## config.mk

```make
export PLATFORM = sky130hd
export DESIGN_NAME = orbit_pos_gen
export DESIGN_NICKNAME = d
export VERILOG_FILES = /design/src/rtl/orbit_pos_gen.sv
export SDC_FILE = /design/constraint.sdc
export NUM_CORES = 1
export LEC_CHECK = 0
export CORE_MARGIN = 4
export CORE_UTILIZATION = 45
export DETAILED_ROUTE_END_ITERATION = 8
export GPL_TIMING_DRIVEN = 0
export MAX_ROUTING_LAYER = met4
export PLACE_DENSITY = 0.73
export SLEW_MARGIN = 20
export SYNTH_ARGS = -nofsm -noshare
export SYNTH_HDL_FRONTEND = slang
export SYNTH_SLANG_ARGS = --single-unit
```

## constraint.sdc

```tcl
create_clock -name Clk -period 12.2 [get_ports Clk]
set_clock_uncertainty 0.1 [all_clocks]
set_input_delay 2.44 -clock Clk [delete_from_list [all_inputs] [get_ports Clk]]
set_output_delay 2.44 -clock Clk [all_outputs]
set_load 0.01 [all_outputs]
```

## src/rtl/orbit_pos_gen.sv

```systemverilog
// orbit_pos_gen: turns keyboard rotation commands into a shared angle index
// and, once per frame tick, computes the red/blue ball centres on a circle
// using a sequential cosine-table lookup and one multiply per coordinate.
module orbit_pos_gen #(
  parameter int         X_CENTER = 320,
  parameter int         Y_CENTER = 240,
  parameter int         RADIUS   = 80,
  parameter int         REPEAT   = 4,
  parameter logic [7:0] KEY_CW   = 8'd7,
  parameter logic [7:0] KEY_CCW  = 8'd4
) (
  input  logic       Clk,
  input  logic       Reset,
  input  logic       frame_clk,
  input  logic [7:0] keycode,
  output logic [5:0] Index,
  output logic [9:0] RedX,
  output logic [9:0] RedY,
  output logic [9:0] BlueX,
  output logic [9:0] BlueY,
  output logic       pos_valid,
  output logic       busy
);

  localparam logic [2:0] S_IDLE = 3'd0;
  localparam logic [2:0] S_RX   = 3'd1;
  localparam logic [2:0] S_RY   = 3'd2;
  localparam logic [2:0] S_BX   = 3'd3;
  localparam logic [2:0] S_BY   = 3'd4;
  localparam logic [2:0] S_DONE = 3'd5;

  localparam logic [1:0] DIR_NONE = 2'd0;
  localparam logic [1:0] DIR_CW   = 2'd1;
  localparam logic [1:0] DIR_CCW  = 2'd2;

  localparam logic [7:0] RADIUS_C     = 8'(RADIUS);
  localparam logic [9:0] X_CENTER_C   = 10'(X_CENTER);
  localparam logic [9:0] Y_CENTER_C   = 10'(Y_CENTER);
  localparam logic [9:0] RED_X_RST_C  = 10'(X_CENTER + RADIUS);
  localparam logic [9:0] BLUE_X_RST_C = 10'(X_CENTER - RADIUS);
  localparam logic [3:0] RPT_RELOAD_C = 4'(REPEAT - 1);

  // (a + b) mod 60 for indices already in 0..59
  function automatic logic [5:0] add_mod60(input logic [5:0] a, input logic [5:0] b);
    logic [6:0] s;
    s = {1'b0, a} + {1'b0, b};
    if (s >= 7'd60) begin
      s = s - 7'd60;
    end else begin
      s = s;
    end
    return s[5:0];
  endfunction

  // round(256*cos(6 deg * q)) for the first quarter wave, q = 0..15
  function automatic logic [8:0] cos_quarter(input logic [5:0] q);
    logic [8:0] m;
    case (q)
      6'd0:    m = 9'd256;
      6'd1:    m = 9'd255;
      6'd2:    m = 9'd250;
      6'd3:    m = 9'd243;
      6'd4:    m = 9'd234;
      6'd5:    m = 9'd222;
      6'd6:    m = 9'd207;
      6'd7:    m = 9'd190;
      6'd8:    m = 9'd171;
      6'd9:    m = 9'd150;
      6'd10:   m = 9'd128;
      6'd11:   m = 9'd104;
      6'd12:   m = 9'd79;
      6'd13:   m = 9'd53;
      6'd14:   m = 9'd27;
      default: m = 9'd0;
    endcase
    return m;
  endfunction

  // Full 60-entry cosine table, folded onto the quarter wave by symmetry
  function automatic logic signed [9:0] cos_lut(input logic [5:0] idx);
    logic [5:0] q;
    logic       neg;
    logic [9:0] mag;
    if (idx <= 6'd15) begin
      q = idx;          neg = 1'b0;
    end else if (idx <= 6'd30) begin
      q = 6'd30 - idx;  neg = 1'b1;
    end else if (idx <= 6'd45) begin
      q = idx - 6'd30;  neg = 1'b1;
    end else begin
      q = 6'd60 - idx;  neg = 1'b0;
    end
    mag = {1'b0, cos_quarter(q)};
    return neg ? (10'd0 - mag) : mag;
  endfunction

  logic [2:0] state_r;
  logic [2:0] state_nxt_s;
  logic       frame_prev_r;
  logic       tick_s;
  logic       start_s;
  logic       pending_r;
  logic [7:0] pend_key_r;
  logic [7:0] key_s;
  logic [1:0] dir_s;
  logic [1:0] last_dir_r;
  logic [3:0] rpt_cnt_r;
  logic [3:0] rpt_nxt_s;
  logic       step_s;
  logic [5:0] index_r;
  logic [5:0] index_nxt_s;
  logic [5:0] angle_s;
  logic signed [9:0] cos_s;
  logic [18:0] cos_ext_s;
  logic [18:0] rad_ext_s;
  logic [18:0] prod_s;
  logic [18:0] sum_s;
  logic [9:0]  off_s;
  logic [9:0]  coord_s;
  logic [9:0]  red_x_r, red_y_r, blue_x_r, blue_y_r;
  logic        pos_valid_r, busy_r;

  assign tick_s = frame_clk & ~frame_prev_r;
  // A queued tick is replayed straight out of DONE with the key captured when it arrived
  assign start_s = ((state_r == S_IDLE) && tick_s) ||
                   ((state_r == S_DONE) && (pending_r || tick_s));
  assign key_s = ((state_r == S_DONE) && pending_r) ? pend_key_r : keycode;

  // Next FSM state
  always_comb begin
    state_nxt_s = S_IDLE;
    case (state_r)
      S_IDLE:  state_nxt_s = tick_s ? S_RX : S_IDLE;
      S_RX:    state_nxt_s = S_RY;
      S_RY:    state_nxt_s = S_BX;
      S_BX:    state_nxt_s = S_BY;
      S_BY:    state_nxt_s = S_DONE;
      S_DONE:  state_nxt_s = (pending_r || tick_s) ? S_RX : S_IDLE;
      default: state_nxt_s = S_IDLE;
    endcase
  end

  // Key decode, auto-repeat decision and next index
  always_comb begin
    dir_s       = DIR_NONE;
    step_s      = 1'b0;
    rpt_nxt_s   = rpt_cnt_r;
    index_nxt_s = index_r;
    if (key_s == KEY_CW) begin
      dir_s = DIR_CW;
    end else if (key_s == KEY_CCW) begin
      dir_s = DIR_CCW;
    end else begin
      dir_s = DIR_NONE;
    end
    if (dir_s == DIR_NONE) begin
      rpt_nxt_s = 4'd0;
    end else if (dir_s != last_dir_r) begin
      step_s    = 1'b1;
      rpt_nxt_s = RPT_RELOAD_C;
    end else if (rpt_cnt_r == 4'd0) begin
      step_s    = 1'b1;
      rpt_nxt_s = RPT_RELOAD_C;
    end else begin
      rpt_nxt_s = rpt_cnt_r - 4'd1;
    end
    if (step_s && (dir_s == DIR_CW)) begin
      index_nxt_s = (index_r == 6'd59) ? 6'd0 : index_r + 6'd1;
    end else if (step_s) begin
      index_nxt_s = (index_r == 6'd0) ? 6'd59 : index_r - 6'd1;
    end else begin
      index_nxt_s = index_r;
    end
  end

  // Table index per state: sin(i) = cos(i+45), blue = red + 30
  always_comb begin
    angle_s = index_r;
    case (state_r)
      S_RX:    angle_s = index_r;
      S_RY:    angle_s = add_mod60(index_r, 6'd45);
      S_BX:    angle_s = add_mod60(index_r, 6'd30);
      S_BY:    angle_s = add_mod60(index_r, 6'd15);
      default: angle_s = index_r;
    endcase
  end

  // Offset = round(COS*RADIUS/256); operands pre-extended so the low product bits are exact
  always_comb begin
    cos_s     = cos_lut(angle_s);
    cos_ext_s = {{9{cos_s[9]}}, cos_s};
    rad_ext_s = {11'd0, RADIUS_C};
    prod_s    = cos_ext_s * rad_ext_s;
    sum_s     = prod_s + 19'd128;
    off_s     = 10'($signed(sum_s) >>> 8);
    if ((state_r == S_RX) || (state_r == S_BX)) begin
      coord_s = X_CENTER_C + off_s;
    end else begin
      coord_s = Y_CENTER_C - off_s;
    end
  end

  // State, key tracking, pending tick and coordinate registers
  always_ff @(posedge Clk or negedge Reset) begin
    if (!Reset) begin
      state_r      <= S_IDLE;
      frame_prev_r <= 1'b0;
      pending_r    <= 1'b0;
      pend_key_r   <= 8'd0;
      last_dir_r   <= DIR_NONE;
      rpt_cnt_r    <= 4'd0;
      index_r      <= 6'd0;
      red_x_r      <= RED_X_RST_C;
      red_y_r      <= Y_CENTER_C;
      blue_x_r     <= BLUE_X_RST_C;
      blue_y_r     <= Y_CENTER_C;
      pos_valid_r  <= 1'b0;
      busy_r       <= 1'b0;
    end else begin
      state_r      <= state_nxt_s;
      frame_prev_r <= frame_clk;
      pos_valid_r  <= (state_nxt_s == S_DONE);
      busy_r       <= (state_nxt_s != S_IDLE);
      if (start_s) begin
        pending_r  <= 1'b0;
        last_dir_r <= dir_s;
        rpt_cnt_r  <= rpt_nxt_s;
        index_r    <= index_nxt_s;
      end else if (tick_s && (state_r != S_IDLE) && !pending_r) begin
        pending_r  <= 1'b1;
        pend_key_r <= keycode;
      end else begin
        pending_r  <= pending_r;
      end
      case (state_r)
        S_RX:    red_x_r  <= coord_s;
        S_RY:    red_y_r  <= coord_s;
        S_BX:    blue_x_r <= coord_s;
        S_BY:    blue_y_r <= coord_s;
        default: red_x_r  <= red_x_r;
      endcase
    end
  end

  assign Index     = index_r;
  assign RedX      = red_x_r;
  assign RedY      = red_y_r;
  assign BlueX     = blue_x_r;
  assign BlueY     = blue_y_r;
  assign pos_valid = pos_valid_r;
  assign busy      = busy_r;

endmodule

```

==> metrics.txt, run 1 <==
# TYPE chip_impl_metric gauge
chip_impl_metric{name="required",unit="ns"} 12.30
chip_impl_metric{name="post-route-drc-count",unit=""} 0
chip_impl_metric{name="yosys_warnings",unit=""} 0
chip_impl_metric{name="final-max-slew-violation-count",unit=""} 0
chip_impl_metric{name="total_area_of_multi_input_combinational_cells",unit="mm^2"} 0.00386
chip_impl_metric{name="die_width",unit="um"} 122
chip_impl_metric{name="post_synth.cell_area_avg",unit="um^2"} 8.30
chip_impl_info{name="clock-root-buffer",value="sky130_fd_sc_hd__clkbuf_16"} 1
chip_impl_info{name="cts_tree",value="done"} 1
chip_impl_metric{name="timing.critical_path.buf_inv",unit=""} 5
chip_impl_metric{name="hold_slack",unit="ns"} 0.372
chip_impl_metric{name="cap_viol_max_count",unit=""} 0
chip_impl_info{name="run_status",value="complete, no violations"} 1
chip_impl_metric{name="timing.critical_path.arrival",unit="ns"} 10.71
chip_impl_metric{name="tightest_slew",unit="ns"} 1.02
chip_impl_metric{name="die_height",unit="um"} 122
chip_impl_metric{name="grt_use_total",unit="%"} 21.0
chip_impl_metric{name="viasPerCell",unit=""} 5.79
chip_impl_metric{name="maximum_number_of_pins_on_one_net_before_global_route_repair",unit=""} 58
chip_impl_info{name="crit_family",value="compound AO/OA/AOI/OAI gates"} 1
chip_impl_metric{name="avgRoutedWirePerCell",unit="um"} 15.9
chip_impl_metric{name="cts-htree-levels",unit=""} 3
chip_impl_metric{name="clock_tree.buffer_depth",unit=""} 2
chip_impl_metric{name="grt_overflow",unit=""} 0
chip_impl_metric{name="critical_path.max_fanout",unit=""} 10
chip_impl_metric{name="finalHoldViolations",unit=""} 0
chip_impl_metric{name="max_freq",unit="GHz"} 0.0942
chip_impl_info{name="timing.critical_path.mode_cell",value="sky130_fd_sc_hd__ha_1"} 1
chip_impl_metric{name="row_count",unit=""} 41
chip_impl_metric{name="antenna_found_initial",unit=""} 0
chip_impl_metric{name="cts-hold-fix-buffers",unit=""} 0
chip_impl_metric{name="drive_gt1_share",unit="%"} 9.69
chip_impl_info{name="hold_path.class",value="flop to flop"} 1
chip_impl_metric{name="drt_wl_total",unit="um"} 15100
chip_impl_info{name="grt_setup_unrepaired",value="false"} 1
chip_impl_metric{name="drt.antenna.violating_nets",unit=""} 0
chip_impl_metric{name="area_delta_synth_final",unit="%"} 19.9
chip_impl_info{name="crit_slowest_cell",value="sky130_fd_sc_hd__a311oi_2"} 1
chip_impl_metric{name="num-nets-final",unit=""} 830
chip_impl_metric{name="cts.repair.resized",unit=""} 0
chip_impl_info{name="critical_path.startpoint_type",value="flop"} 1
chip_impl_info{name="end_kind",value="flop"} 1
chip_impl_metric{name="dp_hpwl",unit="um"} 11500
chip_impl_metric{name="async_flop_share",unit="%"} 100
chip_impl_metric{name="vias",unit=""} 5479
chip_impl_metric{name="tritoncts_buffers",unit=""} 9
chip_impl_metric{name="count_of_pins_on_the_block_boundary",unit=""} 59
chip_impl_metric{name="finalSetupTns",unit="ns"} 0
chip_impl_info{name="layout.cells.most_common_list",value="sky130_fd_sc_hd__nand2_1 (86), sky130_fd_sc_hd__o21ai_0 (64), sky130_fd_sc_hd__nor2_1 (57), sky130_fd_sc_hd__clkdlybuf4s50_1 (57), sky130_fd_sc_hd__dfrtp_1 (52)"} 1
chip_impl_metric{name="mappedNetlistArea",unit="mm^2"} 0.00580
chip_impl_metric{name="synth-seq-cells",unit=""} 67
chip_impl_metric{name="first_pass_iters",unit=""} 5
chip_impl_metric{name="initial_core_util",unit="%"} 46.0
chip_impl_metric{name="buffer_ports.inserted",unit=""} 58
chip_impl_metric{name="synthDistinctLibCells",unit=""} 80
chip_impl_metric{name="post-cts-setup-buffers",unit=""} 0
chip_impl_metric{name="synth-seq-area-share",unit="%"} 29.2
chip_impl_metric{name="postLayoutCoreUtil",unit="%"} 55.1
chip_impl_metric{name="die-area",unit="mm^2"} 0.0148
chip_impl_metric{name="first_global_vias",unit=""} 5252
chip_impl_metric{name="fillerInstances",unit=""} 1182
chip_impl_metric{name="design.core.area",unit="mm^2"} 0.0126
chip_impl_metric{name="min_period_over_period",unit="%"} 87.0
chip_impl_metric{name="design_area",unit="mm^2"} 0.00696
chip_impl_metric{name="gp_congestion",unit=""} 0.886
chip_impl_metric{name="max-slew-margin-rel",unit="%"} 31.0
chip_impl_metric{name="synth_cells",unit=""} 699
chip_impl_info{name="mostFrequentLayoutCell",value="sky130_fd_sc_hd__nand2_1"} 1
chip_impl_metric{name="finalWorstPathRequiredPeriod",unit="ns"} 10.61
chip_impl_metric{name="synth_edf_count",unit=""} 0
chip_impl_metric{name="place_area",unit="mm^2"} 0.00663
chip_impl_metric{name="finalSetupViolations",unit=""} 0
chip_impl_metric{name="postSynthNetCount",unit=""} 760
chip_impl_metric{name="regArea",unit="mm^2"} 0.00170
chip_impl_metric{name="crit_path_max_incr_delay",unit="ns"} 0.77
chip_impl_metric{name="cts.clk_slew.worst_paths",unit="ns"} 0.05
chip_impl_metric{name="initialDrtViolationCount",unit=""} 348
chip_impl_info{name="category_of_the_critical_setup_timing_path",value="flop to flop"} 1
chip_impl_metric{name="num_antenna_cells",unit=""} 0
chip_impl_info{name="ys_dominant_reg_cell",value="sky130_fd_sc_hd__dfrtp_1"} 1
chip_impl_metric{name="grt_first_pass_wirelength",unit="um"} 24900
chip_impl_metric{name="worst_skew_pair.late_latency",unit="ns"} 0.33
chip_impl_metric{name="cts_num_sinks",unit=""} 67
-- final timing paths --
kind	end	cells past startpoint	slack, ns	start
max	RedY[8]	39	1.59	Index[2]
min	BlueY[1]	2	0.37	BlueY[1]
max reg2reg	RedY[8]	39	1.59	Index[2]
min reg2reg	BlueY[1]	2	0.37	BlueY[1]
max in group asynchronous	RedX[8]	2	9.58	Reset
min in group asynchronous	Index[3]	1	1.85	Reset
-- routing by layer --
metal | track usage, % | share of wire, %
met1 | 26.9 | 45
met4 | 5.88 | 1.6
met2 | 34.7 | 48
met5 | - | 0
met3 | 3.02 | 5.7
-- final cells by class --
cell class	count	area share, %
tap	172	3.09
clock buffer	12	3.54
buffer	30	1.92
clock inverter	4	1.06
sequential	67	24.4
multi-input combinational	568	55.5
inverter	34	1.83
timing repair buffer	59	8.71
-- synth_stat cells, drive strengths merged (8+ instances only) --
master	count	area share (%)
and2	8	0.86
nor2b	8	0.86
ha	49	11
nand2	86	5.6
dfrtp	52	22
nor2	57	3.7
nor3	15	1.5
dfstp	15	6.8
a21oi	35	3.1
clkbuf	23	1.5
xor2	13	2.0
o21ai	78	6.7
inv	34	2.2
xnor2	30	4.5
nand3	13	1.1
a31oi	9	0.97
nand2b	11	1.2
mux2	15	2.9
-- stage by stage --
| stage | std cells | setup WS [ns] |
|---|---|---|
| detailed placement | 930 | 1.89 |
| finish | 946 | 1.59 |
| CTS | 946 | 1.83 |
| global route | 946 | 0.775 |
| floorplan | 699 | 3.45 |
| global placement | 929 | 2.10 |
-- state kept, by name, indices dropped and copies added, names as in the netlist --
name          flops
BlueX            10
BlueY            10
Index             6
RedX             10
RedY             10
busy              1
frame_prev_r      1
last_dir_r        2
pend_key_r        8
pending_r         1
pos_valid         1
rpt_cnt_r         4
state_r           3
-- worst min-delay path: stages, from the launching register on --
cell and delay [ns]:
sky130_fd_sc_hd__dfrtp_1 0.34, sky130_fd_sc_hd__nand2_1 0.05, sky130_fd_sc_hd__nand2_1 0.05
-- cell families (layout without fill, tap and decap cells) --
kind of cell	count (synthesis)	in the layout	share of synthesized area (%)
AOI/OAI and AO/OA	203	203	22.6
xor gates and xnor gates	44	44	6.88
adders and majority gates	51	51	11.1
buffers and inverters	64	139	4.51
DFF	67	67	29.2
muxes	22	22	4.34
and+or+nand+nor	248	248	21.3
Power of run 1 is not shown: default switching activity piles up to over one toggle a cycle in this logic, so the estimate is an artifact.
==> inputs of run 2 (changes only) <==
- RECOVER_POWER: default -> 50
==> run 2 against run 1 <==
Against the previous run:
- the run now ends with capacitance limit, slew limit left
- sequential share of layout area rose by 0.12 points
- global-route usage did not move
- setup slack improved by 0.016 ns
- non-clock buffer count did not move
- critical path depth did not move
- via count fell by 0.46%
- first-iteration DRC count fell by 3.7%
- highest routed layer unchanged
==> metrics.txt, run 2 (same netlist as run 1, synthesis figures left out) <==
# TYPE chip_impl_metric gauge
chip_impl_metric{name="first_pass_iters",unit=""} 6
chip_impl_metric{name="cap_viol_max_count",unit=""} 2
chip_impl_metric{name="num_antenna_cells",unit=""} 0
chip_impl_metric{name="drt_wl_total",unit="um"} 15000
chip_impl_metric{name="drive_gt1_share",unit="%"} 9.17
chip_impl_metric{name="initialDrtViolationCount",unit=""} 335
chip_impl_info{name="layout.cells.most_common_list",value="sky130_fd_sc_hd__nand2_1 (86), sky130_fd_sc_hd__o21ai_0 (64), sky130_fd_sc_hd__nor2_1 (57)"} 1
chip_impl_metric{name="post-route-drc-count",unit=""} 0
chip_impl_metric{name="dp_hpwl",unit="um"} 11500
chip_impl_metric{name="finalSetupTns",unit="ns"} 0
chip_impl_metric{name="post-cts-setup-buffers",unit=""} 0
chip_impl_metric{name="finalSetupViolations",unit=""} 0
chip_impl_metric{name="finalWorstPathRequiredPeriod",unit="ns"} 10.60
chip_impl_metric{name="final-max-slew-violation-count",unit=""} 67
chip_impl_metric{name="required",unit="ns"} 12.30
chip_impl_metric{name="vias",unit=""} 5454
chip_impl_info{name="clock-root-buffer",value="sky130_fd_sc_hd__clkbuf_16"} 1
chip_impl_metric{name="cts-hold-fix-buffers",unit=""} 0
chip_impl_metric{name="grt_first_pass_wirelength",unit="um"} 24900
chip_impl_info{name="category_of_the_critical_setup_timing_path",value="flop to flop"} 1
chip_impl_metric{name="worst_skew_pair.late_latency",unit="ns"} 0.33
chip_impl_metric{name="cts.repair.resized",unit=""} 0
chip_impl_metric{name="die_height",unit="um"} 122
chip_impl_metric{name="num-nets-final",unit=""} 830
chip_impl_metric{name="die_width",unit="um"} 122
chip_impl_metric{name="maximum_number_of_pins_on_one_net_before_global_route_repair",unit=""} 58
chip_impl_metric{name="cts-htree-levels",unit=""} 3
chip_impl_metric{name="tightest_slew",unit="ns"} 2.95
chip_impl_metric{name="count_of_pins_on_the_block_boundary",unit=""} 59
chip_impl_info{name="crit_slowest_cell",value="sky130_fd_sc_hd__a311oi_2"} 1
chip_impl_info{name="grt_setup_unrepaired",value="false"} 1
chip_impl_info{name="cts_tree",value="done"} 1
chip_impl_metric{name="crit_path_max_incr_delay",unit="ns"} 0.77
chip_impl_info{name="hold_path.class",value="flop to flop"} 1
chip_impl_metric{name="row_count",unit=""} 41
chip_impl_metric{name="tritoncts_buffers",unit=""} 9
chip_impl_info{name="timing.critical_path.mode_cell",value="sky130_fd_sc_hd__ha_1"} 1
chip_impl_metric{name="viasPerCell",unit=""} 5.77
chip_impl_metric{name="cts.clk_slew.worst_paths",unit="ns"} 0.05
chip_impl_metric{name="timing.critical_path.arrival",unit="ns"} 10.69
chip_impl_metric{name="cts_num_sinks",unit=""} 67
chip_impl_metric{name="initial_core_util",unit="%"} 46.0
chip_impl_metric{name="min_period_over_period",unit="%"} 86.9
chip_impl_metric{name="buffer_ports.inserted",unit=""} 58
chip_impl_metric{name="drt.antenna.violating_nets",unit=""} 0
chip_impl_metric{name="grt_overflow",unit=""} 0
chip_impl_info{name="failing_checks",value="capacitance limit, slew limit"} 1
chip_impl_info{name="mostFrequentLayoutCell",value="sky130_fd_sc_hd__nand2_1"} 1
chip_impl_metric{name="area_delta_synth_final",unit="%"} 19.3
chip_impl_metric{name="antenna_found_initial",unit=""} 0
chip_impl_metric{name="first_global_vias",unit=""} 5252
chip_impl_metric{name="grt_use_total",unit="%"} 21.0
chip_impl_metric{name="clock_tree.buffer_depth",unit=""} 2
chip_impl_info{name="critical_path.startpoint_type",value="flop"} 1
chip_impl_metric{name="avgRoutedWirePerCell",unit="um"} 15.9
chip_impl_metric{name="gp_congestion",unit=""} 0.886
chip_impl_metric{name="finalHoldViolations",unit=""} 0
chip_impl_metric{name="max_freq",unit="GHz"} 0.0944
chip_impl_info{name="run_status",value="finished, violations left"} 1
chip_impl_metric{name="die-area",unit="mm^2"} 0.0148
chip_impl_info{name="end_kind",value="flop"} 1
chip_impl_metric{name="critical_path.max_fanout",unit=""} 10
chip_impl_metric{name="max-slew-margin-rel",unit="%"} -96.8
chip_impl_metric{name="design.core.area",unit="mm^2"} 0.0126
## run 2: cell types whose count changed in the layout (fill, tap and decap cells not counted), sizes merged
| cell | before | now |
|---|---|---|
| clkdlybuf4s50 | 57 | 45 |
| dlygate4sd3 | 0 | 12 |
| clkbuf | 35 | 37 |
| buf | 9 | 7 |
## run 2: metrics by stage
stage / utilization (%) / cell area [um^2] / hold slack (ns) / instances / setup WS (ns)
floorplan: - / 5800 / 0.362 / 699 / 3.45
global placement: 52.3 / 6600 / 0.356 / 929 / 2.10
detailed placement: 52.5 / 6630 / 0.365 / 930 / 1.89
CTS: 55.1 / 6950 / 0.373 / 946 / 1.83
global route: 54.8 / 6920 / 0.380 / 946 / 0.777
finish: 54.8 / 6920 / 0.369 / 946 / 1.60
## run 2: routing by layer
metal  share of wire, %  GRT usage [%]  vias up
met1                 46           26.9     2618
met2                 48           34.7      161
met5                  0              -        -
met4                1.1           5.88        0
li1                   -              -     2658
met3                5.0           3.02       17
## run 2: final cells by class
type,instances,area (um^2)
clock buffers,12,246
fillers,1188,5700
plain buffers,30,134
flip-flops and latches,67,1700
inverters,34,128
repair buffers,59,578
multi-input cells,568,3850
well taps,172,215
clock inverters,4,73.8
## run 2: critical path: cells and delay by family (launching register included)
family,cells,cell delay (ns)
multiplexers,3,1.03
AND/OR/NAND/NOR,9,1.61
AO/OA/AOI/OAI,10,2.41
buffers and inverters,5,1.01
adder cells (fa/ha/maj),7,2.30
flip-flops,1,0.42
XOR/XNOR,5,1.58
## run 2: worst paths after layout
path,startpoint,end,slack (ns),cells past startpoint
max in group asynchronous,Reset,state_r[1],6.79,2
worst max-delay path,Index[2],RedY[8],1.60,39
worst min-delay path,BlueY[2],BlueY[2],0.37,2
min in group asynchronous,Reset,Index[3],2.00,1
worst min register to register,BlueY[2],BlueY[2],0.37,2
worst max register to register,Index[2],RedY[8],1.60,39
Power of run 2 is left out for the same reason.
==> inputs of run 3 (changes only) <==
--- a/constraint.sdc
+++ b/constraint.sdc
@@ -4,2 +4,2 @@
 set_output_delay 2.44 -clock Clk [all_outputs]
-set_load 0.01 [all_outputs]
+set_load 0.005 [all_outputs]
==> run 3 against run 2 <==
Against the previous run:
- the flow still finishes with violations (capacitance limit, slew limit)
- via count rose by 0.50%
- worst hold slack worse by 0.0020 ns
- setup slack improved by 0.020 ns
- cell count is the same
- sequential cell count unchanged
- critical path depth is the same
- non-clock buffer count did not move
- count of clock-buffer cells in the layout unchanged
- fmax up 0.19%
- die area did not move
- utilization unchanged
==> metrics.txt, run 3 (same netlist as run 1, synthesis figures left out) <==
# TYPE chip_impl_metric gauge
chip_impl_metric{name="crit_path_max_incr_delay",unit="ns"} 0.78
chip_impl_metric{name="cap_viol_max_count",unit=""} 2
chip_impl_info{name="grt_setup_unrepaired",value="false"} 1
chip_impl_info{name="critical_path.startpoint_type",value="flop"} 1
chip_impl_metric{name="cts.clk_slew.worst_paths",unit="ns"} 0.05
chip_impl_metric{name="gp_congestion",unit=""} 0.886
chip_impl_metric{name="finalHoldViolations",unit=""} 0
chip_impl_metric{name="initial_core_util",unit="%"} 46.0
chip_impl_metric{name="die_width",unit="um"} 122
chip_impl_info{name="end_kind",value="flop"} 1
chip_impl_metric{name="avgRoutedWirePerCell",unit="um"} 16.0
chip_impl_metric{name="count_of_pins_on_the_block_boundary",unit=""} 59
chip_impl_metric{name="final.setup.worst_slack",unit="ns"} 1.62
chip_impl_info{name="category_of_the_critical_setup_timing_path",value="flop to flop"} 1
chip_impl_metric{name="die-area",unit="mm^2"} 0.0148
chip_impl_metric{name="tritoncts_buffers",unit=""} 9
chip_impl_metric{name="required",unit="ns"} 12.30
chip_impl_metric{name="grt_first_pass_wirelength",unit="um"} 24900
chip_impl_metric{name="finalSetupViolations",unit=""} 0
chip_impl_metric{name="num-nets-final",unit=""} 830
chip_impl_metric{name="drt_wl_total",unit="um"} 15100
chip_impl_metric{name="finalSetupTns",unit="ns"} 0
chip_impl_metric{name="viasPerCell",unit=""} 5.79
chip_impl_metric{name="cts.repair.resized",unit=""} 0
chip_impl_metric{name="grt_overflow",unit=""} 0
chip_impl_metric{name="die_height",unit="um"} 122
chip_impl_info{name="timing.critical_path.mode_cell",value="sky130_fd_sc_hd__ha_1"} 1
chip_impl_metric{name="max-slew-margin-rel",unit="%"} -95.4
chip_impl_metric{name="row_count",unit=""} 41
chip_impl_metric{name="antenna_found_initial",unit=""} 0
chip_impl_info{name="mostFrequentLayoutCell",value="sky130_fd_sc_hd__nand2_1"} 1
chip_impl_metric{name="cts-hold-fix-buffers",unit=""} 0
chip_impl_metric{name="critical_path.max_fanout",unit=""} 10
chip_impl_metric{name="finalWorstPathRequiredPeriod",unit="ns"} 10.58
chip_impl_metric{name="final-max-slew-violation-count",unit=""} 67
chip_impl_metric{name="design.core.area",unit="mm^2"} 0.0126
chip_impl_metric{name="first_global_vias",unit=""} 5252
chip_impl_metric{name="worst_skew_pair.late_latency",unit="ns"} 0.33
chip_impl_metric{name="area_delta_synth_final",unit="%"} 19.3
chip_impl_metric{name="cts-htree-levels",unit=""} 3
chip_impl_metric{name="cts_num_sinks",unit=""} 67
chip_impl_metric{name="timing.critical_path.arrival",unit="ns"} 10.68
chip_impl_info{name="hold_path.class",value="flop to flop"} 1
chip_impl_info{name="layout.cells.most_common_list",value="sky130_fd_sc_hd__nand2_1 (86), sky130_fd_sc_hd__o21ai_0 (64), sky130_fd_sc_hd__nor2_1 (57)"} 1
chip_impl_info{name="clock-root-buffer",value="sky130_fd_sc_hd__clkbuf_16"} 1
chip_impl_info{name="cts_tree",value="done"} 1
chip_impl_metric{name="maximum_number_of_pins_on_one_net_before_global_route_repair",unit=""} 58
chip_impl_metric{name="drt.antenna.violating_nets",unit=""} 0
chip_impl_metric{name="min_period_over_period",unit="%"} 86.7
chip_impl_metric{name="post-cts-setup-buffers",unit=""} 0
chip_impl_info{name="failing_checks",value="capacitance limit, slew limit"} 1
chip_impl_metric{name="clock_tree.buffer_depth",unit=""} 2
chip_impl_metric{name="post-route-drc-count",unit=""} 0
chip_impl_info{name="run_status",value="finished, violations left"} 1
chip_impl_metric{name="first_pass_iters",unit=""} 5
chip_impl_metric{name="dp_hpwl",unit="um"} 11500
chip_impl_metric{name="num_antenna_cells",unit=""} 0
chip_impl_metric{name="grt_use_total",unit="%"} 21.0
chip_impl_metric{name="tightest_slew",unit="ns"} 2.93
chip_impl_metric{name="max_freq",unit="GHz"} 0.0945
chip_impl_metric{name="buffer_ports.inserted",unit=""} 58
chip_impl_metric{name="drive_gt1_share",unit="%"} 9.30
chip_impl_info{name="crit_slowest_cell",value="sky130_fd_sc_hd__a311oi_2"} 1
chip_impl_metric{name="vias",unit=""} 5481
chip_impl_metric{name="initialDrtViolationCount",unit=""} 345
chip_impl_metric{name="dpl_worst_slack",unit="ns"} 1.89
==> run 3: cell types whose count changed in the layout (fill, tap and decap cells not counted) <==
| cell | previous run | this run |
|---|---|---|
| sky130_fd_sc_hd__mux2_1 | 2 | 1 |
| sky130_fd_sc_hd__mux2_2 | 13 | 14 |
| sky130_fd_sc_hd__dlygate4sd3_1 | 12 | 14 |
| sky130_fd_sc_hd__clkdlybuf4s50_1 | 45 | 43 |
==> run 3: final timing paths <==
check	end	start	slack, ns	cells past startpoint
setup / recovery	RedY[8]	Index[2]	1.62	39
hold reg to reg	BlueY[1]	BlueY[1]	0.37	2
min in group asynchronous	Index[3]	Reset	2.00	1
max in group asynchronous	RedX[9]	Reset	6.82	2
hold / removal	BlueY[1]	BlueY[1]	0.37	2
setup reg to reg	RedY[8]	Index[2]	1.62	39
==> run 3: metrics by stage <==
step,hold WS (ns),utilization [%],cell area (um^2),cells
global route,0.380,54.8,6920,946
global placement,0.356,52.3,6600,929
detailed placement,0.365,52.5,6630,930
finish,0.367,54.8,6920,946
floorplan,0.352,-,5800,699
CTS,0.373,55.1,6950,946
==> run 3: critical path, delay by kind of cell (launching register included) <==
kind	cells	cell delay [ns]
flip-flops	1	0.42
XOR/XNOR	5	1.56
AND/OR/NAND/NOR	9	1.60
AO/OA/AOI/OAI	10	2.43
buffers and inverters	5	1.00
adder cells (fa/ha/maj)	7	2.29
multiplexers	3	1.03
==> run 3: layout make-up <==
type | instances | area [um^2]
inverters | 34 | 128
clock buffers | 12 | 246
plain buffers | 30 | 134
fillers | 1188 | 5700
clock inverters | 4 | 73.8
flip-flops and latches | 67 | 1700
well taps | 172 | 215
multi-input cells | 568 | 3850
repair buffers | 59 | 578
==> run 3: layer usage <==
layer  track usage (%)  part of all wire (%)
met2              34.7                    48
met1              26.9                    45
met5                 -                     0
met4              5.88                   1.3
met3              3.02                   5.1
Power of run 3 is left out for the same reason.
